--- config.mk ---
export PLATFORM = sky130hd
export DESIGN_NAME = rot_share_arb
export DESIGN_NICKNAME = d
export VERILOG_FILES = /design/src/rtl/rot_share_arb.sv
export SDC_FILE = /design/constraint.sdc
export NUM_CORES = 1
export LEC_CHECK = 0
export ABC_AREA = 1
export BUFFER_PORTS_ARGS = -buffer_cell sky130_fd_sc_hd__buf_2
export CORE_MARGIN = 4
export CORE_UTILIZATION = 28
export DETAILED_ROUTE_END_ITERATION = 8
export PLACE_DENSITY = 0.54
export SETUP_SLACK_MARGIN = 0.5
export SYNTH_ARGS = -nofsm -noshare
export SYNTH_HDL_FRONTEND = slang
export SYNTH_SLANG_ARGS = --single-unit
--- constraint.sdc ---
create_clock -name clk -period 3.7 [get_ports clk]
set_clock_uncertainty 0.15 [all_clocks]
set_input_delay 0.555 -clock clk [delete_from_list [all_inputs] [get_ports clk]]
set_output_delay 0.555 -clock clk [all_outputs]
set_load 0.01 [all_outputs]
--- src/rtl/rot_share_arb.sv ---
// rot_share_arb: two-requester arbiter sharing one 16-bit rotate-left core.
// ROL/SLL/ROR/SRA are remapped onto the core; results land in a one-entry valid/ready stage.
module rot_share_arb #(
    parameter bit RR_EN   = 1'b1,
    parameter int STALL_W = 8
) (
    input  logic               clk,
    input  logic               rst,
    input  logic               req0_valid,
    output logic               req0_ready,
    input  logic [15:0]        req0_data,
    input  logic [3:0]         req0_amt,
    input  logic [1:0]         req0_op,
    input  logic               req1_valid,
    output logic               req1_ready,
    input  logic [15:0]        req1_data,
    input  logic [3:0]         req1_amt,
    input  logic [1:0]         req1_op,
    output logic               rsp_valid,
    input  logic               rsp_ready,
    output logic [15:0]        rsp_data,
    output logic               rsp_id,
    output logic [STALL_W-1:0] stall_cnt
);
    typedef enum logic {EMPTY, FULL} state_t;
    localparam logic [1:0] OP_SLL = 2'b01;
    localparam logic [1:0] OP_SRA = 2'b11;

    state_t             state_q;
    logic [15:0]        rsp_data_q;
    logic               rsp_id_q;
    logic               last_q;
    logic [STALL_W-1:0] stall_q;

    logic        can_accept, g0, g1, hs;
    logic [15:0] din, rot, sll_mask, sra_fill, result_d;
    logic [3:0]  amt, rot_amt;
    logic [1:0]  op;

    assign can_accept = (state_q == EMPTY) | rsp_ready;
    assign g1 = req1_valid & (~req0_valid | (RR_EN & ~last_q));
    assign g0 = req0_valid & ~g1;
    assign req0_ready = ~rst & g0 & can_accept;
    assign req1_ready = ~rst & g1 & can_accept;
    assign hs = req0_ready | req1_ready;

    assign din = g1 ? req1_data : req0_data;
    assign amt = g1 ? req1_amt  : req0_amt;
    assign op  = g1 ? req1_op   : req0_op;

    // right rotations become a left rotation by (16-s) mod 16
    assign rot_amt = op[1] ? 4'd0 - amt : amt;

    always_comb begin
        rot = din;
        for (int i = 0; i < 4; i++)
            rot = rot_amt[i] ? (rot << (1 << i)) | (rot >> (16 - (1 << i))) : rot;
    end

    assign sll_mask = 16'hFFFF << amt;
    assign sra_fill = ~(16'hFFFF >> amt);
    assign result_d = op == OP_SLL ? rot & sll_mask :
                      op == OP_SRA ? (rot & ~sra_fill) | (sra_fill & {16{din[15]}}) : rot;

    always_ff @(posedge clk) begin
        if (rst) begin
            state_q    <= EMPTY;
            rsp_data_q <= '0;
            rsp_id_q   <= 1'b0;
            last_q     <= 1'b1;
            stall_q    <= '0;
        end else begin
            if (hs) begin
                state_q    <= FULL;
                rsp_data_q <= result_d;
                rsp_id_q   <= g1;
                last_q     <= g1;
            end else if (rsp_ready) begin
                state_q <= EMPTY;
            end
            if (state_q == FULL && !rsp_ready && stall_q != '1)
                stall_q <= stall_q + 1'b1;
        end
    end

    assign rsp_valid = state_q == FULL;
    assign rsp_data  = rsp_data_q;
    assign rsp_id    = rsp_id_q;
    assign stall_cnt = stall_q;
endmodule

# After elaboration in Yosys (flattened, before gate mapping)
# Cells that the tools add are included.
# op_classes
eq_ne	3
shifts	2
n_reduce_logical	4
n_mux	12
add_sub_neg	2
n_bitwise	24
# op_table
cell	n
16-bit two-way mux	7
16-bit AND	3
16-bit NOT	2
16-bit by 1-bit bitwise OR with 16-bit output	1
16-bit bitwise OR	1
16-bit by 2-bit bitwise OR with 16-bit output	1
16-bit by 4-bit bitwise OR with 16-bit output	1
16-bit by 8-bit bitwise OR with 16-bit output	1
16-bit by 4-bit left shift with 16-bit output (first input constant)	1
16-bit by 4-bit right shift with 16-bit output (first input constant)	1
8-bit by 1-bit adder with 8-bit output (second input constant)	1
4-bit two-way mux	2
8-bit != test (second input constant)	1
1-bit AND	6
1-bit NOT	5
1-bit by 4-bit subtractor with 4-bit output (first input constant)	1
1-bit bitwise OR	3
2-bit by 1-bit equality test with 1-bit output (second input constant)	1
2-bit equality test (second input constant)	1
1-bit logical AND	2
1-bit two-way mux	2
2-bit two-way mux	1
2-bit nonzero test	1
1-bit logical NOT	1
# totals
reg_bits	27
word_cells	52
output_inout_bits	28
in_bits	49

# Depth between registers and ports, before layout
# Gate-level depths: netlist (run 1).
# logic_depth
word_depth	17
mapped_depth	19

# Least setup slack after synthesis (run 1)
# No wires, ideal clock.
# synth_path
kind	input-to-reg
from	input req0_valid
to	register rsp_data_q[10] (netlist: rsp_data[10])
path_stages	19
n_path_buf	3
setup_slack_ns	1.187
required_ns	3.428
setup_time_ns	0.122
arrival_ns	2.241
cell_sequence	nand2_2 > nand2_4 > buf_6 > nand2_4 > nand2_4 > buf_6 > ha_1 > inv_1 > nand2_1 > nand2_2 > buf_6 > nand2_1 > nand2_1 > nand2_1 > nand3_1 > nand3_1 > nand2_1 > inv_1 > a21oi_2
# synth_between
elab_chain_len	17
elab_cells_between_ends	35
# synth_lines
item	line_no	text
start, declared	9	input logic req0_valid,
1-bit NOT	41	assign g1 = req1_valid & (~req0_valid | (RR_EN & ~last_q));
1-bit bitwise OR	41	
1-bit AND	41	
4-bit two-way mux	48	assign amt = g1 ? req1_amt : req0_amt;
1-bit by 4-bit subtractor with 4-bit output	52	assign rot_amt = op[1] ? 4'd0 - amt : amt;
4-bit two-way mux	52	
16-bit two-way mux	57	rot = rot_amt[i] ? (rot << (1 << i)) | (rot >> (16 - (1 << i))) : rot;
16-bit by 2-bit bitwise OR with 16-bit output	57	
16-bit two-way mux	57	
16-bit by 4-bit bitwise OR with 16-bit output	57	
16-bit two-way mux	57	
16-bit by 8-bit bitwise OR with 16-bit output	57	
16-bit two-way mux	57	
16-bit AND	63	op == OP_SRA ? (rot & ~sra_fill) | (sra_fill & {16{din[15]}}) : rot;
16-bit bitwise OR	63	
16-bit two-way mux	63	
16-bit two-way mux	62	assign result_d = op == OP_SLL ? rot & sll_mask :
end signal, assigned	75	rsp_data_q <= result_d;
end, declared	30	logic [15:0] rsp_data_q;
# Several ways; a longest one is shown, not always the timed one.
# A chain may end at the register's enable or synchronous reset.

# Worst setup path in the final report (run 1)
# layout_path
from	input req0_valid
to	register rsp_data_q[5] (netlist: rsp_data[5])
# Same word-level chain as after synthesis.

==> results of run 1 <==
sequential cells by signal (all words and copies together), names as in the netlist:
name / count
rsp_id: 1
last_q: 1
rsp_valid: 1
stall_cnt: 8
rsp_data: 16
Yosys cell counts, types with 4 or more instances:
cell      number
o21ai_2        5
nand2_4        7
o21ai_0       40
inv_1         49
inv_2          4
nand2_1      211
a21oi_1       29
buf_6          9
nand2_2       12
buf_2          4
ha_1           4
o21ai_1       11
nand3_1       51
nor2_1        19
clkbuf_1       4
dfxtp_1       27
o211ai_1       5
final cells by class:
class                   instances  share of cell area [%]
clock buffers                   3                    1.24
repair buffers                 76                    11.4
multi-input cells             417                    59.7
inverters                      55                    6.34
flip-flops and latches         27                    16.2
well taps                     133                    4.99
clock inverters                 1                   0.150
layer usage:
layer / up-vias / wire [um] / part of all wire, % / GRT usage (%)
met1: 1523 / 4440 / 49 / 21.7
met5: - / 0 / 0 / 0
met4: 0 / 129 / 1.4 / 2.67
met2: 100 / 4080 / 45 / 24.5
met3: 14 / 406 / 4.5 / 2.35
li1: 1797 / - / - / -
worst max-delay path by stage:
| stage | endpoint |
|---|---|
| after floorplan | rsp_data[10] |
| after detailed placement | rsp_data[5] |
| after global routing | rsp_data[5] |
| after global placement | rsp_data[5] |
| after CTS | rsp_data[5] |
| final | rsp_data[5] |
where the power goes:
| group | total [mW] | internal, mW | leakage, nW | switching [mW] |
|---|---|---|---|---|
| combinational | 0.586 | 0.188 | 1.60 | 0.398 |
| clock | 0.169 | 0.0754 | 0.0255 | 0.0939 |
| sequential | 0.328 | 0.316 | 0.222 | 0.0120 |
| total | 1.08 | 0.579 | 1.84 | 0.504 |
worst max-delay path: stages:
cell     delay [ns]
buf_2          0.10
nand2_2        0.11
nand2_4        0.32
nand2_1        0.10
nand2_1        0.35
nand2_2        0.15
ha_1           0.30
nand2_1        0.06
o21ai_2        0.12
inv_1          0.10
nand2_1        0.10
nand3_1        0.11
nand3_1        0.09
nand2_1        0.05
inv_1          0.09
a21oi_2        0.05
cell families (layout without fill, tap and decap cells):
family | after synthesis | in the layout | share of synthesized area, %
simple gates | 311 | 311 | 47.2
fa+ha+maj | 4 | 4 | 1.73
flops | 27 | 27 | 18.7
compound gates | 101 | 101 | 19.5
buf+inv | 74 | 135 | 12.5
mux | 1 | 1 | 0.346
==> impl_metrics.toml, run 1 <==
[outcome]
status = "finished clean"

[yosys]
synthesis.nets = 571
ys_ff_latch = 27
synth_edf_count = 0
synthCells = 518
synth_seq_area_share_pct = 18.7
yosys_most_used_dff = "dfxtp_1"
synth_area_leaders = "nand2_1 27%, dfxtp_1 19%, nand3_1 8.8%, o21ai_0 6.9%, inv_1 6.4%"
synthArstFlopShare_pct = 0
ys_warn_count = 0
yosysTopAreaCell = "nand2_1"
yosys.area.top_type_share_pct = 27.4
syn_area_um2 = 2900
ys_types = 33
syn_avg_cell_area_um2 = 5.59

[clock_network]
numCtsBuffers = 3
clkTransAtPathRegs_ns = 0.10
cts_tree = "built"
ctsHoldBuffers = 0
insertion_delay_ns = 0.27
cts-root-buf = "clkbuf_8"
cts_sinks = 27
cts_setup_buffers = 0
cts-htree-levels = 1
clockBufferDepth = 2
cts_resized = 0

[global_route]
grt_pass1_vias = 3233
grt_max_degree = 35
antenna_found_initial = 0
grt_pass1_wl_mm = 14.9
grt-ovfl-total = 0
grtUsageTotal_pct = 15.2

[route]
routedWlPerCell_um = 12.7
wl_mm = 9.05
via_per_inst = 4.82
drt_iter0_markers = 212
first_pass_iters = 5
drcViolationCount = 0
antenna_left = 0
vias = 3434

[die]
die_y_um = 110
fp-row-count = 36
core_area_um2 = 9910
io_pins = 77
die_area_um2 = 12000
die_w_um = 110
initial_core_util_pct = 29.2

[layout]
fin_area_um2 = 3340
layoutNonFillerInstCount = 712
layout_common_cells = "211 x nand2_1, 76 x buf_2, 51 x nand3_1"
regArea_um2 = 541
multiInputGateArea_um2 = 1990
drive_above_1_share_pct = 20.4
mostFrequentLayoutCell = "nand2_1"
final_util_pct = 33.7
fillers = 1145
antenna_cells = 0
area_growth_pct = 15.3
fin_nets = 633

[worst_setup_path]
end_kind = "register"
rrSetupSlack_ns = 0.97
worstPathMaxFanout = 34
crit-reg2reg-launch = "last_q"
crit_path_start_kind = "input port"
r2r_cells = 15
startpoint = "req0_valid"
required_ns = 3.71
crit_arrival_ns = 2.75
r2r-end = "rsp_data[5]"
critical_path_class = "in2reg"

[place]
placed_area_um2 = 3290
dp_hpwl_mm = 7.41
dpl.cell_count = 708
place_congestion = 0.958
pre_cts_ws_ns = 0.673
port_buffers = 76

[min_path]
whs_path_depth = 2
hold_class = "in2reg"
hold_end = "rsp_valid"
min_from = "rst"

[pwr]
irDropWorstVdd_mv = 0.170
power_density_nw_per_um2 = 324
leakage_nw = 1.84
p_total_mw = 1.08

[timing]
hold_viol = 0
setup_viol = 0
period_share_pct = 74.2
slew_violations = 0
whs_ns = 0.299
tns_ns = 0
rsz0062_at_grt = "no"
setup_ws_ns = 0.954
max-slew-margin-rel_pct = 54.7
fmax_mhz = 364
worst-slew-pin-transition_ns = 0.679
layout_min_cycle_time_ns = 2.75

[run]
cap_viol_max_count = 0
No activity file was read; power rests on OpenSTA's default activity.
==> run 2: changes to the inputs <==
clock period = 2.56 ns   (was 3.7 ns; I/O delays follow)
==> run 2 against run 1 <==
Against the previous run: die area unchanged; global-route usage grew 1.4 points; core utilization up 6.8 points; final cell count increased by 4.5%; first-iteration DRC count is 5.2% higher; via count grew 11%; sequential share of layout area decreased by 2.6 points; combinational power up 93%; wire length increased by 14%; non-clock buffer count is 28 higher; clock-buffer cell count unchanged.
==> impl_metrics.toml, run 2 (synthesis gave the netlist of run 1 again) <==
[route]
vias = 3799
wl_mm = 10.3
drt_iter0_markers = 223
routedWlPerCell_um = 13.8
via_per_inst = 5.11
antenna_left = 0
first_pass_iters = 4
drcViolationCount = 0

[clock_network]
cts-root-buf = "clkbuf_8"
cts-htree-levels = 1
clockBufferDepth = 2
clkTransAtPathRegs_ns = 0.11
cts_sinks = 27
numCtsBuffers = 3
ctsHoldBuffers = 0
insertion_delay_ns = 0.27
cts_tree = "built"

[pwr]
leakage_nw = 2.11
p_total_mw = 1.87
irDropWorstVdd_mv = 0.216
power_density_nw_per_um2 = 465

[timing]
rsz0062_at_grt = "yes"
hold_viol = 0
period_share_pct = 83.1
worst-slew-pin-transition_ns = 0.705
whs_ns = 0.128
setup_ws_ns = 0.432
layout_min_cycle_time_ns = 2.13
fmax_mhz = 470
tns_ns = 0
max-slew-margin-rel_pct = 52.9
setup_viol = 0
slew_violations = 0

[worst_setup_path]
critical_path_class = "reg2reg"
required_ns = 2.63
crit_path_start_kind = "register"
crit_arrival_ns = 2.20
worstPathMaxFanout = 7
end_kind = "register"

[layout]
fin_area_um2 = 4020
multiInputGateArea_um2 = 2390
fillers = 1104
antenna_cells = 0
largest_register_ff_count = 16
regArea_um2 = 544
layout_common_cells = "177 x nand2_1, 76 x buf_2, 45 x inv_1"
fin_nets = 665
area_growth_pct = 38.7
drive_above_1_share_pct = 36.8
mostFrequentLayoutCell = "nand2_1"
layoutNonFillerInstCount = 744
final_util_pct = 40.5

[die]
initial_core_util_pct = 29.2
core_area_um2 = 9910
die_y_um = 110
fp-row-count = 36
die_w_um = 110
die_area_um2 = 12000
io_pins = 77

[place]
dp_hpwl_mm = 7.90
placed_area_um2 = 3450
port_buffers = 76
pre_cts_ws_ns = 0.0515
dpl.cell_count = 723
place_congestion = 0.934

[global_route]
grt_pass1_vias = 3555
grt_max_degree = 28
grtUsageTotal_pct = 16.6
antenna_found_initial = 0
grt-ovfl-total = 0
grt_pass1_wl_mm = 16.3

[run]
cap_viol_max_count = 0

[outcome]
status = "finished clean"

[min_path]
hold_class = "in2reg"
-- run 2: changes by cell type in the layout (fill, tap and decap cells not counted), sizes merged --
cell      previous run  this run
clkinvlp             0         1
clkinv               1         0
buf                 76       104
nand2              231       235
-- run 2: final cells by class --
type | instances | area share (%)
Timing Repair Buffer | 104 | 16.0
Inverter | 55 | 5.64
Clock buffer | 3 | 1.03
Sequential cell | 27 | 13.6
Clock inverter | 1 | 0.187
Multi-Input combinational cell | 421 | 59.5
Tap cell | 133 | 4.14
-- run 2: report_power, final --
part	leakage (nW)	internal (mW)	switching, mW
Combinational	1.86	0.416	0.709
Sequential	0.222	0.456	0.0216
Clock	0.0217	0.111	0.152
-- run 2: per-layer routing --
metal / wire, um / GRT usage [%] / share of wire (%) / up-vias
li1: - / - / - / 1867
met1: 4400 / 22.3 / 43 / 1777
met2: 5020 / 29.0 / 49 / 132
met3: 623 / 1.76 / 6.0 / 23
met4: 261 / 3.12 / 2.5 / 0
met5: 0 / 0 / 0 / -
-- run 2: repair_timing --
item,4_1_cts,5_1_grt
gates resized for setup,39,74
gates cloned,3,1
buffers inserted,4,9
setup endpoints to repair,16,17
pin swaps,12,25
-- run 2: final timing paths --
| check | from | end | slack (ns) | cells past startpoint |
|---|---|---|---|---|
| setup / recovery | last_q | rsp_data[10] | 0.43 | 16 |
| hold / removal | rst | rsp_valid | 0.13 | 2 |
| setup reg to reg | last_q | rsp_data[10] | 0.43 | 16 |
| hold reg to reg | rsp_id | rsp_id | 0.34 | 2 |
-- run 2: worst max-delay path, stage by stage (launching register included) --
cell,delay (ns)
dfxtp_4,0.38
nand2_8,0.11
nand2_8,0.10
nand2_4,0.08
nand2_4,0.06
ha_4,0.26
inv_2,0.06
nand2_4,0.07
nand2_4,0.11
nand3_1,0.11
nand2_1,0.08
nand2_1,0.06
nand3_1,0.11
nand2_1,0.07
nand2_1,0.06
nand2_1,0.06
a21oi_2,0.14
==> run 3: changes to the inputs <==
ABC_AREA = 0   (was 1)
clock period = 2.2 ns   (was 2.56 ns; I/O delays follow)
==> run 3 against run 2 <==
Against the previous run: the run now ends with negative setup slack left; clock-buffer cell count unchanged; die area increased by 1.8%; wire length increased by 5.3%; via count decreased by 8.5%; power increased by 32%; final area increased by 18%; first-iteration DRC count increased by 6.7%; fmax decreased by 24%; critical endpoint is now rsp_data[11]; highest routed layer unchanged.
==> impl_metrics.toml, run 3 <==
[layout]
drive_above_1_share_pct = 51.1
final_util_pct = 46.1
fin_nets = 584
antenna_cells = 0
layoutNonFillerInstCount = 666
area_growth_pct = 60.7
largest_register_ff_count = 16
mostFrequentLayoutCell = "buf_4"
layout_common_cells = "89 x buf_4, 76 x buf_2, 41 x nor2_1"

[timing]
layout_min_cycle_time_ns = 2.80
worst-slew-pin-transition_ns = 0.383
slew_violations = 0
setup_ws_ns = -0.598
hold_viol = 0
rsz0062_at_grt = "yes"
setup_viol = 16
whs_ns = 0.330
max-slew-margin-rel_pct = 73.7
fmax_mhz = 357
period_share_pct = 127

[global_route]
grt_pass1_vias = 3398
grtUsageTotal_pct = 16.3
grt_pass1_wl_mm = 16.9
grt-ovfl-total = 0
grt_max_degree = 37
antenna_found_initial = 0

[clock_network]
insertion_delay_ns = 0.28
cts-root-buf = "clkbuf_8"
clockBufferDepth = 2
cts_tree = "built"
ctsHoldBuffers = 0
numCtsBuffers = 3
clkTransAtPathRegs_ns = 0.11
cts-htree-levels = 1
cts_sinks = 27

[worst_setup_path]
cp_num_cells = 12
critPathMaxStageDelay_ns = 0.37
crit-reg2reg-launch = "last_q"
worstPathMaxFanout = 5
crit_chain = "a21boi_4, buf_12, mux2i_4, inv_2, ha_4, o221ai_4, buf_12, buf_12, mux2_4, mux2_4, mux2i_2, a21oi_1"
r2r-end = "rsp_data[11]"
end_kind = "register"
startpoint = "last_q"
crit_slowest_cell = "dfxtp_4"
critical_path_class = "reg2reg"
crit_path_start_kind = "register"
required_ns = 2.23
crit_end = "rsp_data[11]"
r2r_cells = 12
crit_arrival_ns = 2.83
critical_path_buf_inv_count = 4
rrSetupSlack_ns = -0.60
cpLargestDelayFamily = "multiplexers"
cp_common_cell = "buf_12"

[die]
die_y_um = 111
initial_core_util_pct = 28.7
die_area_um2 = 12200
die_w_um = 111
core_area_um2 = 10300
fp-row-count = 37
io_pins = 77

[yosys]
synthAdderAreaFrac_pct = 1.70
yosysTopAreaCell = "mux2i_1"
ys_types = 56
synth_xor_area_share_pct = 3.86
ys_warn_count = 0
synth_simple_gate_area_share_pct = 16.2
ys_ff_latch = 27
synthCells = 367
yosys.area.top_type_share_pct = 19.0
synth_top_family_by_area = "multiplexers"
syn_avg_cell_area_um2 = 8.04
synth_compound_area_share_pct = 24.0
yosys_most_used_dff = "dfxtp_1"
synthMuxAreaShare_pct = 30.7
synth_most_common_cell = "mux2i_1"
synth_seq_area_share_pct = 18.3
synth_area_leaders = "mux2i_1 19%, dfxtp_1 18%, mux2_2 8.0%, nor2_1 5.9%, a21oi_1 5.8%"
synthArstFlopShare_pct = 0
syn_area_um2 = 2950
synthesis.nets = 420
synth_edf_count = 0
synth_commonest_cells = "56 x mux2i_1, 46 x nor2_1, 34 x a21oi_1"

[outcome]
violations = "negative setup slack"
status = "finished with violations"

[route]
wl_mm = 10.8
drcViolationCount = 0
antenna_left = 0
via_per_inst = 5.22
vias = 3476
first_pass_iters = 5
routedWlPerCell_um = 16.3
drt_iter0_markers = 238

[place]
place_congestion = 0.921
dpl.cell_count = 632
pre_cts_ws_ns = -0.782
port_buffers = 76
dp_hpwl_mm = 8.12

[pwr]
irDropWorstVdd_mv = 0.260
power_density_nw_per_um2 = 519
leakage_nw = 2.08
p_total_mw = 2.46

[min_path]
hold_class = "in2reg"

[run]
cap_viol_max_count = 0
-- run 3: cell count changes after synthesis, moves of 9 or more --
cell / previous run / this run
o21ai_1: 11 / 0
nand2_2: 12 / 0
mux2_2: 0 / 21
inv_1: 49 / 5
nand2_1: 211 / 30
nor2_1: 19 / 46
mux2i_1: 1 / 56
a211oi_1: 0 / 9
nand3_1: 51 / 6
nor2b_1: 0 / 9
o21ai_0: 40 / 21
-- run 3: worst min-delay path by stage --
stage / start / end / slack [ns] / depth (start not counted)
2_1_floorplan: last_q / last_q / 0.33 / 1
3_3_place_gp: rsp_data[0] / rsp_data[0] / 0.33 / 2
3_5_place_dp: rsp_data[0] / rsp_data[0] / 0.33 / 2
4_1_cts: rsp_ready / rsp_valid / 0.31 / 4
5_1_grt: rsp_ready / rsp_valid / 0.35 / 4
6_report: req1_valid / last_q / 0.33 / 5
-- run 3: where the power goes --
part,switching [mW],internal (mW),leakage [nW],total (mW)
combinational,0.744,0.843,1.83,1.59
sequential,0.0307,0.536,0.226,0.567
clock,0.179,0.129,0.0217,0.309
-- run 3: logic make-up (layout without fill, tap and decap cells) --
| kind of cell | after synthesis | count (layout) |
|---|---|---|
| adder cells (fa/ha/maj) | 4 | 4 |
| multiplexers | 83 | 83 |
| AND/OR/NAND/NOR | 108 | 108 |
| AO/OA/AOI/OAI | 105 | 105 |
| flip-flops | 27 | 27 |
| buffers and inverters | 30 | 193 |
| XOR/XNOR | 10 | 10 |
-- run 3: worst reg2reg max path: cells and delay by family (launching register included) --
kind                       cells  cell delay [ns]
DFF                            1             0.37
AOI/OAI and AO/OA              3             0.46
muxes                          4             0.98
buffers and inverters          4             0.48
adders and majority gates      1             0.25
-- run 3: timing repair --
| action | 4_1_cts | 5_1_grt |
|---|---|---|
| pin swaps | 8 | 16 |
| cloned | 0 | 2 |
| gates resized for setup | 24 | 54 |
| buffers inserted | 17 | 11 |
| endpoints found under the setup margin | 20 | 23 |
-- run 3: per-layer routing --
layer | vias to the layer above | GRT usage, % | share of wire [%]
li1 | 1688 | - | -
met1 | 1675 | 20.9 | 44
met2 | 99 | 29.6 | 51
met3 | 14 | 1.80 | 3.7
met4 | 0 | 3.20 | 1.3
met5 | - | 0 | 0
-- run 3: layout make-up --
type | instances | area [um^2]
flip-flops and latches | 27 | 562
repair buffers | 183 | 1370
well taps | 136 | 170
inverters | 6 | 22.5
fillers | 1015 | 5540
multi-input cells | 310 | 2570
clock buffers | 3 | 41.3
clock inverters | 1 | 7.51
-- run 3: metrics by stage --
| step | area (um^2) | TNS [ns] |
|---|---|---|
| CTS | 4380 | -7.85 |
| floorplan | 3050 | -9.33 |
| detailed placement | 4090 | -10.50 |
| finish | 4740 | -7.95 |
| global route | 4740 | -9.76 |
| global placement | 4090 | -10.12 |
